--- config.mk ---
export PLATFORM = sky130hd
export DESIGN_NAME = prog_loader
export DESIGN_NICKNAME = d
export VERILOG_FILES = /design/src/rtl/prog_loader_pkg.sv /design/src/rtl/prog_loader_uart_rx.sv /design/src/rtl/prog_loader.sv
export SDC_FILE = /design/constraint.sdc
export NUM_CORES = 1
export LEC_CHECK = 0
export ABC_AREA = 1
export CAP_MARGIN = 20
export CORE_AREA = 5 5 68 117
export DETAILED_ROUTE_END_ITERATION = 7
export DIE_AREA = 0 0 73 122
export PLACE_DENSITY = 0.74
export SETUP_SLACK_MARGIN = 0.05
export SYNTH_ARGS = -nofsm -noshare
export SYNTH_HDL_FRONTEND = slang
export SYNTH_SLANG_ARGS = --single-unit
--- constraint.sdc ---
create_clock -name clk -period 1.9 [get_ports clk]
set_clock_uncertainty 0.1 [all_clocks]
set_input_delay 0.19 -clock clk [delete_from_list [all_inputs] [get_ports clk]]
set_output_delay 0.19 -clock clk [all_outputs]
set_load 0.01 [all_outputs]
--- src/rtl/prog_loader_pkg.sv ---
// Shared encodings and constants for the serial program loader and its UART receiver.
package prog_loader_pkg;

  typedef enum logic [1:0] {
    R_IDLE  = 2'd0,
    R_START = 2'd1,
    R_DATA  = 2'd2,
    R_STOP  = 2'd3
  } rx_state_e;

  typedef enum logic [1:0] {
    L_IDLE  = 2'd0,
    L_ARMED = 2'd1,
    L_WRITE = 2'd2,
    L_DONE  = 2'd3
  } ld_state_e;

  // 50 MHz system clock at 9600 baud.
  localparam int DEFAULT_CLKS_PER_BIT = 5208;

  // Depth of the program RAM; one image fills it exactly.
  localparam int RAM_DEPTH = 16;

endpackage

--- src/rtl/prog_loader_uart_rx.sv ---
// 8N1 UART receiver: rx synchroniser, bit timer and receive FSM.
// Emits a one-cycle rx_valid with the byte, or a one-cycle stop_err on a low stop bit.
module uart_rx8
  import prog_loader_pkg::*;
#(
  parameter int CLKS_PER_BIT = DEFAULT_CLKS_PER_BIT
) (
  input  logic       clk,
  input  logic       clr,
  input  logic       rx,
  output logic [7:0] data_o,
  output logic       rx_valid_o,
  output logic       stop_err_o
);

  localparam int TW = $clog2(CLKS_PER_BIT);
  localparam logic [TW-1:0] FULL_LAST = TW'(CLKS_PER_BIT - 1);
  localparam logic [TW-1:0] HALF_LAST = TW'(CLKS_PER_BIT / 2 - 1);

  logic            sync1_q, sync2_q;
  rx_state_e       state_q, state_d;
  logic [TW-1:0]   timer_q, timer_d;
  logic [2:0]      bit_q, bit_d;
  logic [7:0]      shift_q, shift_d;
  logic [7:0]      data_q, data_d;
  logic            valid_q, valid_d;
  logic            err_q, err_d;

  // Synchroniser presets high so reset never looks like a start bit.
  always_ff @(posedge clk or negedge clr) begin
    if (!clr) begin
      sync1_q <= 1'b1;
      sync2_q <= 1'b1;
      state_q <= R_IDLE;
      timer_q <= '0;
      bit_q   <= '0;
      shift_q <= '0;
      data_q  <= '0;
      valid_q <= 1'b0;
      err_q   <= 1'b0;
    end else begin
      sync1_q <= rx;
      sync2_q <= sync1_q;
      state_q <= state_d;
      timer_q <= timer_d;
      bit_q   <= bit_d;
      shift_q <= shift_d;
      data_q  <= data_d;
      valid_q <= valid_d;
      err_q   <= err_d;
    end
  end

  always_comb begin
    state_d = state_q;
    timer_d = timer_q + 1'b1;
    bit_d   = bit_q;
    shift_d = shift_q;
    data_d  = data_q;
    valid_d = 1'b0;
    err_d   = 1'b0;
    case (state_q)
      R_IDLE: begin
        timer_d = '0;
        if (!sync2_q) state_d = R_START;
      end
      R_START: begin
        // Mid start bit: a high line here was only a glitch.
        if (timer_q == HALF_LAST) begin
          timer_d = '0;
          bit_d   = '0;
          state_d = sync2_q ? R_IDLE : R_DATA;
        end
      end
      R_DATA: begin
        if (timer_q == FULL_LAST) begin
          timer_d = '0;
          shift_d = {sync2_q, shift_q[7:1]};
          bit_d   = bit_q + 1'b1;
          if (bit_q == 3'd7) state_d = R_STOP;
        end
      end
      R_STOP: begin
        if (timer_q == FULL_LAST) begin
          timer_d = '0;
          state_d = R_IDLE;
          if (sync2_q) begin
            valid_d = 1'b1;
            data_d  = shift_q;
          end else begin
            err_d = 1'b1;
          end
        end
      end
      default: state_d = R_IDLE;
    endcase
  end

  assign data_o     = data_q;
  assign rx_valid_o = valid_q;
  assign stop_err_o = err_q;

endmodule

--- src/rtl/prog_loader.sv ---
// Serial program loader: writes a UART-delivered image into the program RAM
// at consecutive addresses from 0 while holding the CPU.
module prog_loader
  import prog_loader_pkg::*;
#(
  parameter int CLKS_PER_BIT = DEFAULT_CLKS_PER_BIT,
  parameter int NBYTES       = RAM_DEPTH,
  parameter int AW           = 4
) (
  input  logic          clk,
  input  logic          clr,
  input  logic          rx,
  input  logic          prog_mode,
  output logic [AW-1:0] ram_addr,
  output logic [7:0]    ram_data,
  output logic          ram_we,
  output logic          cpu_hold,
  output logic          load_done,
  output logic          frame_err,
  output logic [AW:0]   byte_count
);

  localparam logic [AW:0] COUNT_FULL = (AW+1)'(NBYTES);

  logic [7:0]    rx_byte;
  logic          rx_valid;
  logic          stop_err;

  ld_state_e     state_q, state_d;
  logic          pm_q;
  logic [AW-1:0] addr_q, addr_d;
  logic [7:0]    data_q, data_d;
  logic [AW:0]   count_q, count_d;
  logic [AW:0]   count_inc;
  logic          done_q, done_d;
  logic          ferr_q, ferr_d;
  logic          pm_rise;

  uart_rx8 #(
    .CLKS_PER_BIT(CLKS_PER_BIT)
  ) u_rx (
    .clk       (clk),
    .clr       (clr),
    .rx        (rx),
    .data_o    (rx_byte),
    .rx_valid_o(rx_valid),
    .stop_err_o(stop_err)
  );

  assign pm_rise   = prog_mode & ~pm_q;
  assign count_inc = count_q + 1'b1;

  always_ff @(posedge clk or negedge clr) begin
    if (!clr) begin
      state_q <= L_IDLE;
      pm_q    <= 1'b0;
      addr_q  <= '0;
      data_q  <= '0;
      count_q <= '0;
      done_q  <= 1'b0;
      ferr_q  <= 1'b0;
    end else begin
      state_q <= state_d;
      pm_q    <= prog_mode;
      addr_q  <= addr_d;
      data_q  <= data_d;
      count_q <= count_d;
      done_q  <= done_d;
      ferr_q  <= ferr_d;
    end
  end

  always_comb begin
    state_d = state_q;
    addr_d  = addr_q;
    data_d  = data_q;
    count_d = count_q;
    done_d  = done_q;
    ferr_d  = ferr_q | stop_err;
    case (state_q)
      L_IDLE: begin
        // A byte finishing in the same cycle as the session start is dropped.
        if (pm_rise) begin
          state_d = L_ARMED;
          addr_d  = '0;
          count_d = '0;
          done_d  = 1'b0;
          ferr_d  = 1'b0;
        end
      end
      L_ARMED: begin
        if (!prog_mode) begin
          state_d = L_IDLE;
        end else if (rx_valid) begin
          data_d  = rx_byte;
          addr_d  = count_q[AW-1:0];
          state_d = L_WRITE;
        end
      end
      L_WRITE: begin
        // The strobe cycle always completes; a dropped prog_mode is honoured afterwards.
        count_d = count_inc;
        if (count_inc == COUNT_FULL) begin
          done_d  = 1'b1;
          state_d = prog_mode ? L_DONE : L_IDLE;
        end else begin
          addr_d  = addr_q + 1'b1;
          state_d = prog_mode ? L_ARMED : L_IDLE;
        end
      end
      L_DONE: begin
        if (!prog_mode) state_d = L_IDLE;
      end
      default: state_d = L_IDLE;
    endcase
  end

  assign ram_addr   = addr_q;
  assign ram_data   = data_q;
  assign ram_we     = (state_q == L_WRITE);
  assign cpu_hold   = (state_q != L_IDLE);
  assign load_done  = done_q;
  assign frame_err  = ferr_q;
  assign byte_count = count_q;

endmodule
Yosys cells after proc, flatten, opt, wreduce, memory -nomap -nowiden
Index checks and enable logic that the tools add are counted.
Widths: inputs -> output; s select.
- add/sub/neg operators: 4
- equality and inequality tests: 22
- mux-type cells: 39
- bitwise gates (word level): 3
- reduce and logical (&&, ||, !) cells: 16
- operator list (operator ; count):
    $pmux 13 s3 ; 1
    $mux 13 ; 2
    $mux 2 ; 12
    $mux 4 ; 4
    $pmux 2 s4 ; 2
    $reduce_and 3->1 ; 5
    $add 13x1->13 const B ; 1
    $eq 13x12->1 const B ; 1
    $eq 13x13->1 const B ; 1
    $ne 2x1->1 const B ; 6
    $pmux 4 s3 ; 1
    $mux 1 ; 11
    $ne 2x2->1 const B ; 5
    $pmux 5 s2 ; 1
    $reduce_and 5->1 ; 2
    $eq 2x2->1 const B ; 4
    $mux 3 ; 2
    $pmux 3 s2 ; 1
    $reduce_bool 2->1 ; 3
    $add 5x1->5 const B ; 1
    $eq 5x5->1 const B ; 1
    $mux 5 ; 1
    $add 4x1->4 const B ; 1
    $eq 2x1->1 const B ; 2
    11 further kinds ; 13
- flip-flop bits (word level): 60
- input bits: 4
- output and inout port bits: 21
- logic and storage cells: 100

Depth between registers and ports, before layout
Gate-level depths: netlist (run 1).
- depth after elaboration: 4
- mapped depth: 10
- gate-level depth less buffers: 9

By module
From an unflattened synthesis (run 1), not the netlist that was laid out.
- cell total of the unflattened synthesis: 347
- area total of the unflattened synthesis: 3143.0 um^2
- modules (own cells, without submodules) (module ; times used ; cells each ; area each (um^2) ; sequential area each (um^2)):
    uart_rx8 ; 1 ; 219 ; 1923.1 ; 953.4
    prog_loader ; 1 ; 128 ; 1219.9 ; 550.5

Least setup slack after synthesis (run 1)
Ideal clock, no wire load.
- path kind: flip-flop to flip-flop
- from: reg state_q[0]
- to: reg done_q, in the netlist load_done
- setup time: 0.072 ns
- data arrival time: 1.493 ns
- data required time: 1.728 ns
- slack: 0.235 ns
- stages on the path, launching flop included: 7
- path buffers: 0
- period minus slack after synthesis: 1.665 ns
- cell sequence: dfrtp_1 -> inv_1 -> ha_1 -> inv_1 -> o21ai_0 -> a31oi_1 -> nor2_1
- longest elaborated chain between the ends: 3
- elaborated cells between the ends (all ways): 7
- classes of those cells: eq/ne (3); mux (1); reduce/logical (3)
- RTL lines (item ; line ; source):
    from (decl) ; prog_loader.sv:29 ; ld_state_e state_q, state_d;
    from (signal assigned) ; prog_loader.sv:63 ; state_q <= state_d;
    $eq 2x2->1 (*) ; - ;
    via ram_we ; prog_loader.sv:16 ; output logic ram_we,
    $ne 2x1->1 (no source line) or $reduce_bool 2->1 (tied branches) ; - ;
    $reduce_and 3->1 (no source line) ; - ;
    to (signal assigned) ; prog_loader.sv:68 ; done_q <= done_d;
    to (decl) ; prog_loader.sv:35 ; logic done_q, done_d;
Mark *: on every way through the listed nets, which the timed path passes. The rest lies on a longest branch.
A chain may end at the register's enable or synchronous reset.

Worst setup path in the final report (run 1)
- from: reg state_q[1]
- to: reg data_q[1], in the netlist ram_data[1]
- longest elaborated chain between the ends: 2
- RTL lines (item ; line ; source):
    $eq 2x1->1 ; prog_loader.sv:80 ; case (state_q)
    $reduce_and 3->1 (no source line) ; - ;
    to (signal assigned) ; prog_loader.sv:66 ; data_q <= data_d;
    to (decl) ; prog_loader.sv:32 ; logic [7:0] data_q, data_d;
No other way between the ends.

==> key figures, run 1 <==
Outcome
  • Run status: completed

Placed design
  • GPL Wtd Cong: ~0.84
  • Place WS: 109 ps
  • PortBufs: 24
  • Dpl hpwl: roughly 4300 um
  • Cells after DPL: 439

Floorplanning
  • Die span in x: roughly 73 um
  • Die area: 8910 um2
  • Core Area: 6980 um2
  • IO Pins: 25
  • Site Rows: between 40 and 50
  • Initial core utilization: 0.430
  • Height of the die: between 100 and 150 um

Logic synthesis
  • Synthesized flop and latch total: 60
  • Area leader, netlist: dfrtp_1
  • Netlist cell types: 31
  • Sequential fraction of the synthesis area: 0.501
  • Synth top area share: 0.484
  • Netlist Area Pre-Place: 3000 um2
  • Yosys warning count: 0
  • Syn_nets: 350
  • Area contributors post-synth: dfrtp_1 (48%), nand2_1 (7.9%), ha_1 (7.1%)
  • Avg Cell Area, Syn: 9.12 um2
  • Post-Synthesis Cells: ~330

Setup path
  • WS Path Type: reg -> reg
  • Startpoint types: flip-flop
  • Register-to-Register Path Depth: 4
  • WP data required: between 2000 and 2500 ps
  • CP Max Fanout: 9
  • Crit. End Element: flip-flop
  • CP arrival: ~1900 ps

STA
  • Final Max Slew Viols: 0
  • Final setup violation count: 0
  • Final Hold Viols: 0
  • Period Utilization, post-route: 0.925
  • Fmax: approximately 570 MHz
  • Worst-Margin Slew: 457 ps
  • RSZ-0062 raised after global routing: true
  • Slew margin rel.: 0.695
  • Minimum clock period: between 1500 and 2000 ps
  • PnR worst setup slack: 143 ps
  • TNS Setup: 0 ps

Clock network
  • Total CTS buffers: 9
  • Clock Path Buffers: 2
  • Clk root buf: clkbuf_16
  • CTS clk-pin slew, worst paths: around 50 ps
  • Clock sinks: 60
  • CTS H-tree lvls: 3
  • Clk Latency, worst-skew pair: ~330 ps
  • TritonCTS clock tree: yes

Global route
  • Grt total ovfl: 0
  • Largest net degree at the start of global routing: 61
  • All-layer global routing usage: 0.154
  • Vias in the first global route: 2387
  • First-pass GRT wire length: 10600 um
  • Initial antenna violation count: 0

Cells and area
  • Layout area overhead: 24.6%
  • Commonest cells after routing, fill and taps aside: nand2_1 (62), dfrtp_1 (58), inv_1 (40)
  • Non-Filler Instances: 458
  • Commonest non-fill, non-tap cell in the layout: nand2_1
  • Fin util: 0.536
  • Number of nets in the layout: between 300 and 400
  • Filler cells: 620
  • Number of antenna diodes: 0
  • Layout cells sized above 1: 0.191

Power
  • Pwr Density: about 990 nW/um2
  • Worst VDD drop: 0.000544 V
  • Pwr Total: 3.70 mW
  • Leak: roughly 1.7 nW

Hold path
  • Hold depth: 1
  • Tightest Hold Check Type: in -> reg

Routing
  • Drt initial violations: 107
  • Pre-antenna DRT Iters: 4
  • DRC Markers: 0
  • Antenna-violating nets left: 0
  • Routed wire length: a little over 6000 um
  • Detailed-route wire length per cell: ~13 um
  • DR vias: 2294
  • Vias per inst: 5.01

Job
  • Max-cap viol count: 0
-- critical path, cell delays in order, from the launching register on --
cell and delay (ps):
dfrtp_1 420, inv_1 120, ha_1 220, nand3_1 360
mux2_2 410
-- report_power, final --
part | switching (mW) | total (mW) | internal [mW]
combinational | 0.337 | 0.561 | 0.224
clock | 0.594 | 1.75 | 1.15
sequential | 0.0595 | 1.39 | 1.33
-- routing by layer --
layer	up-vias	part of all wire	global-route usage
li1	1138	-	-
met1	1087	0.38	0.161
met2	48	0.54	0.271
met3	21	0.035	0.0355
met4	0	0.041	0.0958
met5	-	0	0
-- state kept, by name (all words and copies together) (netlist names), named ones only --
name / cells
byte_count: 5
ram_addr: 4
u_rx.timer_q: 13
u_rx.stop_err_o: 1
load_done: 1
u_rx.shift_q: 8
u_rx.sync2_q: 1
u_rx.data_o: 8
u_rx.bit_q: 3
state_q: 2
u_rx.rx_valid_o: 1
pm_q: 1
u_rx.state_q: 1
frame_err: 1
ram_data: 8
u_rx.sync1_q: 1
-- path summary, 6_finish.rpt --
| kind | slack (ps) | from | end |
|---|---|---|---|
| max | 140 | state_q[1] | ram_data[1] |
| min | 170 | rx | u_rx.sync1_q |
| max reg2reg | 140 | state_q[1] | ram_data[1] |
| min reg2reg | 250 | u_rx.sync1_q | u_rx.sync2_q |
| max in group asynchronous | 1110 | clr | u_rx.sync1_q |
| min in group asynchronous | 290 | clr | ram_data[6] |
-- through the flow --
| step | hold slack (ps) | area, um2 |
|---|---|---|
| after floorplan | -206 | 3000 |
| after global placement | 119 | 3350 |
| after detailed placement | 122 | 3350 |
| after CTS | 166 | 3710 |
| after global routing | 172 | 3740 |
| final | 172 | 3740 |
-- Yosys cell counts --
cell type / count
nand3_4: 1
buf_2: 1
o21bai_1: 1
o22ai_1: 4
or2_1: 1
buf_6: 3
dfstp_2: 2
nand4_1: 5
o21ai_0: 21
or2_2: 2
nand3_2: 1
nand2_1: 63
nand4_2: 1
nor2_1: 28
mux2_2: 7
a21oi_1: 6
ha_1: 17
xnor2_1: 3
nor3_1: 7
inv_2: 4
nor2_2: 1
o21ai_2: 7
a22oi_1: 1
inv_1: 42
a31oi_1: 1
dfrtp_1: 58
nor2_4: 3
nand2_2: 11
xor2_1: 4
o21ai_1: 8
nand3_1: 15
-- kinds of logic after synthesis --
family          Yosys count  synth area share
compound gates           49            0.0942
xor+xnor                  7            0.0204
fa+ha+maj                17            0.0709
buf+inv                  50            0.0704
flops                    60             0.501
mux                       7            0.0263
simple gates            139             0.217
-- repair_timing --
action / CTS / global route
buffers inserted: 2 / 0
endpoints found under the hold margin: 58 / 0
resized for setup: 4 / 10
endpoints found under the setup margin: 2 / 24
hold buffers: 1 / 0
-- layout make-up --
cell class	count	area [um2]	share of cell area
Sequential cell	60	1500	0.402
Clock inverter	7	100	0.0268
Multi-Input combinational cell	219	1330	0.355
Inverter	46	173	0.0462
Tap cell	86	108	0.0288
Timing Repair Buffer	31	304	0.0813
Clock buffer	9	225	0.0602
Note: power is estimated with default switching activity, not from simulation.
==> inputs of run 2 (changes only) <==
Settings changed: CORE_AREA 5 5 68 117 to 5 5 88 90, DIE_AREA 0 0 73 122 to 0 0 93 95, DONT_BUFFER_PORTS from default to 1, PLACE_DENSITY 0.74 to 0.7, SLEW_MARGIN from default to 20.
==> run 2 against run 1 <==
  * Sequential cell count stayed put
  * Largest cell class unchanged
  * First-iteration DRC count is 31% lower
  * Fmax is 1.4% higher
  * Critical endpoint is now ram_data[2]
  * Wire length is 10% lower
  * Cell area is 9.2% lower
==> key figures, run 2 (same netlist as run 1, synthesis figures left out) <==
STA
  • Slew margin rel.: 0.719 (was 0.695)
  • Worst-Margin Slew: 420 ps (was 457 ps)
  • Fmax: 577 MHz (was 569 MHz)
  • Final setup violation count: 0 (unchanged)
  • TNS Setup: 0 ps (unchanged)
  • Minimum clock period: 1730 ps (was 1760 ps)
  • RSZ-0062 raised after global routing: true (unchanged)
  • Final Hold Viols: 0 (unchanged)
  • Final Max Slew Viols: 0 (unchanged)
  • Period Utilization, post-route: 0.912 (was 0.925)

Setup path
  • Crit. End Element: flip-flop (unchanged)
  • Startpoint types: flip-flop (unchanged)
  • FF-to-FF End: ram_data[2] (was ram_data[1])
  • R2R Setup Slk: 170 ps (was 140 ps)
  • Critical-path cell list: inv_1, ha_1, nand3_1, mux2_2 (unchanged)
  • WP data required: 2030 ps (was 2010 ps)
  • Register-to-Register Path Depth: 4 (unchanged)
  • CP max stage delay: 440 ps (was 420 ps)
  • CP Max Fanout: 9 (unchanged)
  • WS Path Type: reg -> reg (unchanged)
  • Critical-path top delay cell: dfrtp_1 (unchanged)
  • CP arrival: 1860 ps (about the same)
  • Reg2reg start: state_q[1] (unchanged)

Clock network
  • CTS clk-pin slew, worst paths: 70 ps (was 50 ps)
  • Clk root buf: clkbuf_8 (was clkbuf_16)
  • Clock Path Buffers: 2 (unchanged)
  • TritonCTS clock tree: yes (unchanged)
  • Clock sinks: 60 (unchanged)
  • CTS H-tree lvls: 3 (unchanged)
  • Total CTS buffers: 9 (unchanged)
  • Clk Latency, worst-skew pair: 350 ps (was 330 ps)

Global route
  • First-pass GRT wire length: 9460 um (was 10600 um)
  • Largest net degree at the start of global routing: 61 (unchanged)
  • Grt total ovfl: 0 (unchanged)
  • Initial antenna violation count: 0 (unchanged)
  • Vias in the first global route: 2141 (was 2387)
  • All-layer global routing usage: 0.136 (was 0.154)

Cells and area
  • Commonest non-fill, non-tap cell in the layout: nand2_1 (unchanged)
  • Biggest register: u_rx.timer_q (unchanged)
  • Non-Filler Instances: 433 (was 458)
  • Number of antenna diodes: 0 (unchanged)
  • Max reg flops: 13 (unchanged)
  • Layout cells sized above 1: 0.191 (about the same)
  • Number of nets in the layout: 367 (was 388)
  • Layout area overhead: 13.1% (was 24.6%)
  • Commonest cells after routing, fill and taps aside: nand2_1 (62), dfrtp_1 (58), inv_1 (41) (was nand2_1 (62), dfrtp_1 (58), inv_1 (40))

Floorplanning
  • Site Rows: 31 (was 41)
  • IO Pins: 25 (unchanged)
  • Core Area: 6980 um2 (about the same)
  • Die area: 8840 um2 (was 8910 um2)
  • Height of the die: 95 um (was 122 um)
  • Initial core utilization: 0.430 (about the same)
  • Die span in x: 93 um (was 73 um)

Placed design
  • GPL Wtd Cong: 0.829 (was 0.843)
  • Cells after DPL: 412 (was 439)
  • Dpl hpwl: 3660 um (was 4300 um)
  • PortBufs: 0 (was 24)

Hold path
  • Hold path start: prog_mode (was rx)
  • Hold Crit Endpoint: byte_count[1] (was u_rx.sync1_q)
  • Hold depth: 4 (was 1)
  • Tightest Hold Check Type: in -> reg (unchanged)

Routing
  • Antenna-violating nets left: 0 (unchanged)
  • DRC Markers: 0 (unchanged)
  • Vias per inst: 4.97 (was 5.01)
  • DR vias: 2154 (was 2294)
  • Drt initial violations: 74 (was 107)
  • Pre-antenna DRT Iters: 5 (was 4)
  • Detailed-route wire length per cell: 12.6 um (was 13.3 um)
  • Routed wire length: 5450 um (was 6090 um)

Power
  • Worst VDD drop: 0.000393 V (was 0.000544 V)
  • Leak: 1.61 nW (was 1.73 nW)
  • Pwr Density: 907 nW/um2 (was 988 nW/um2)

Outcome
  • Run status: completed (unchanged)

Job
  • Max-cap viol count: 0 (unchanged)
==> run 2: cell count changes in the layout (fill, tap and decap cells not counted), moves of 2 or more <==
cell / delta
clkdlybuf4s50_1: -21
ha_1: +2
inv_6: +2
dlygate4sd3_1: +2
clkbuf_8: +10
clkinvlp_4: -3
clkbuf_16: -9
==> run 2: layout make-up <==
type                    count  area, um2
fillers                   619       3590
flip-flops and latches     60       1500
multi-input cells         219       1310
inverters                  46        173
clock buffers              10        138
repair buffers             10        103
well taps                  82        103
clock inverters             6       70.1
==> run 2: power breakdown <==
part	internal (mW)	switching (mW)	total, mW
Sequential	1.33	0.0485	1.37
Combinational	0.174	0.322	0.496
Clock	0.655	0.555	1.21
Total	2.15	0.926	3.08
==> run 2: critical path: cells and delay by family (launching register included) <==
kind	cells	cell delay (ps)
adder cells (fa/ha/maj)	1	230
multiplexers	1	380
flip-flops	1	440
buffers and inverters	1	130
AND/OR/NAND/NOR	1	340
==> run 2: layer usage <==
layer	wire [um]	track usage	up-vias
met4	108	0.0769	0
met3	236	0.0382	10
met1	2470	0.155	1017
li1	-	-	1093
met2	2640	0.230	34
met5	0	0	-
==> run 2: through the flow <==
step / total power, mW / hold slack, ps / utilization / area [um2] / worst slack (ps)
after detailed placement: 1.82 / -204 / 0.444 / 3100 / 140
after floorplan: 1.69 / -206 / - / 3000 / 235
final: 3.08 / 129 / 0.486 / 3390 / 167
after global placement: 1.81 / -204 / 0.444 / 3100 / 178
after CTS: 3.08 / 169 / 0.482 / 3370 / 110
after global routing: 3.22 / 171 / 0.486 / 3390 / 34.0
==> run 2: what timing repair did <==
item                                   in CTS  in global routing
endpoints found under the hold margin      65                  0
setup buffers                               0                  1
setup endpoints to repair                   0                 22
gates resized for setup                     0                  6
hold buffers                                4                  0
==> run 2: how the worst max path moves through the flow <==
stage | end | from | cells past startpoint | slack [ps]
floorplan | load_done | state_q[0] | 6 | 230
global placement | u_rx.data_o[1] | u_rx.timer_q[0] | 8 | 180
detailed placement | ram_addr[0] | state_q[1] | 8 | 140
CTS | u_rx.data_o[2] | u_rx.timer_q[0] | 8 | 110
global route | ram_data[6] | state_q[1] | 4 | 30
finish | ram_data[2] | state_q[1] | 4 | 170
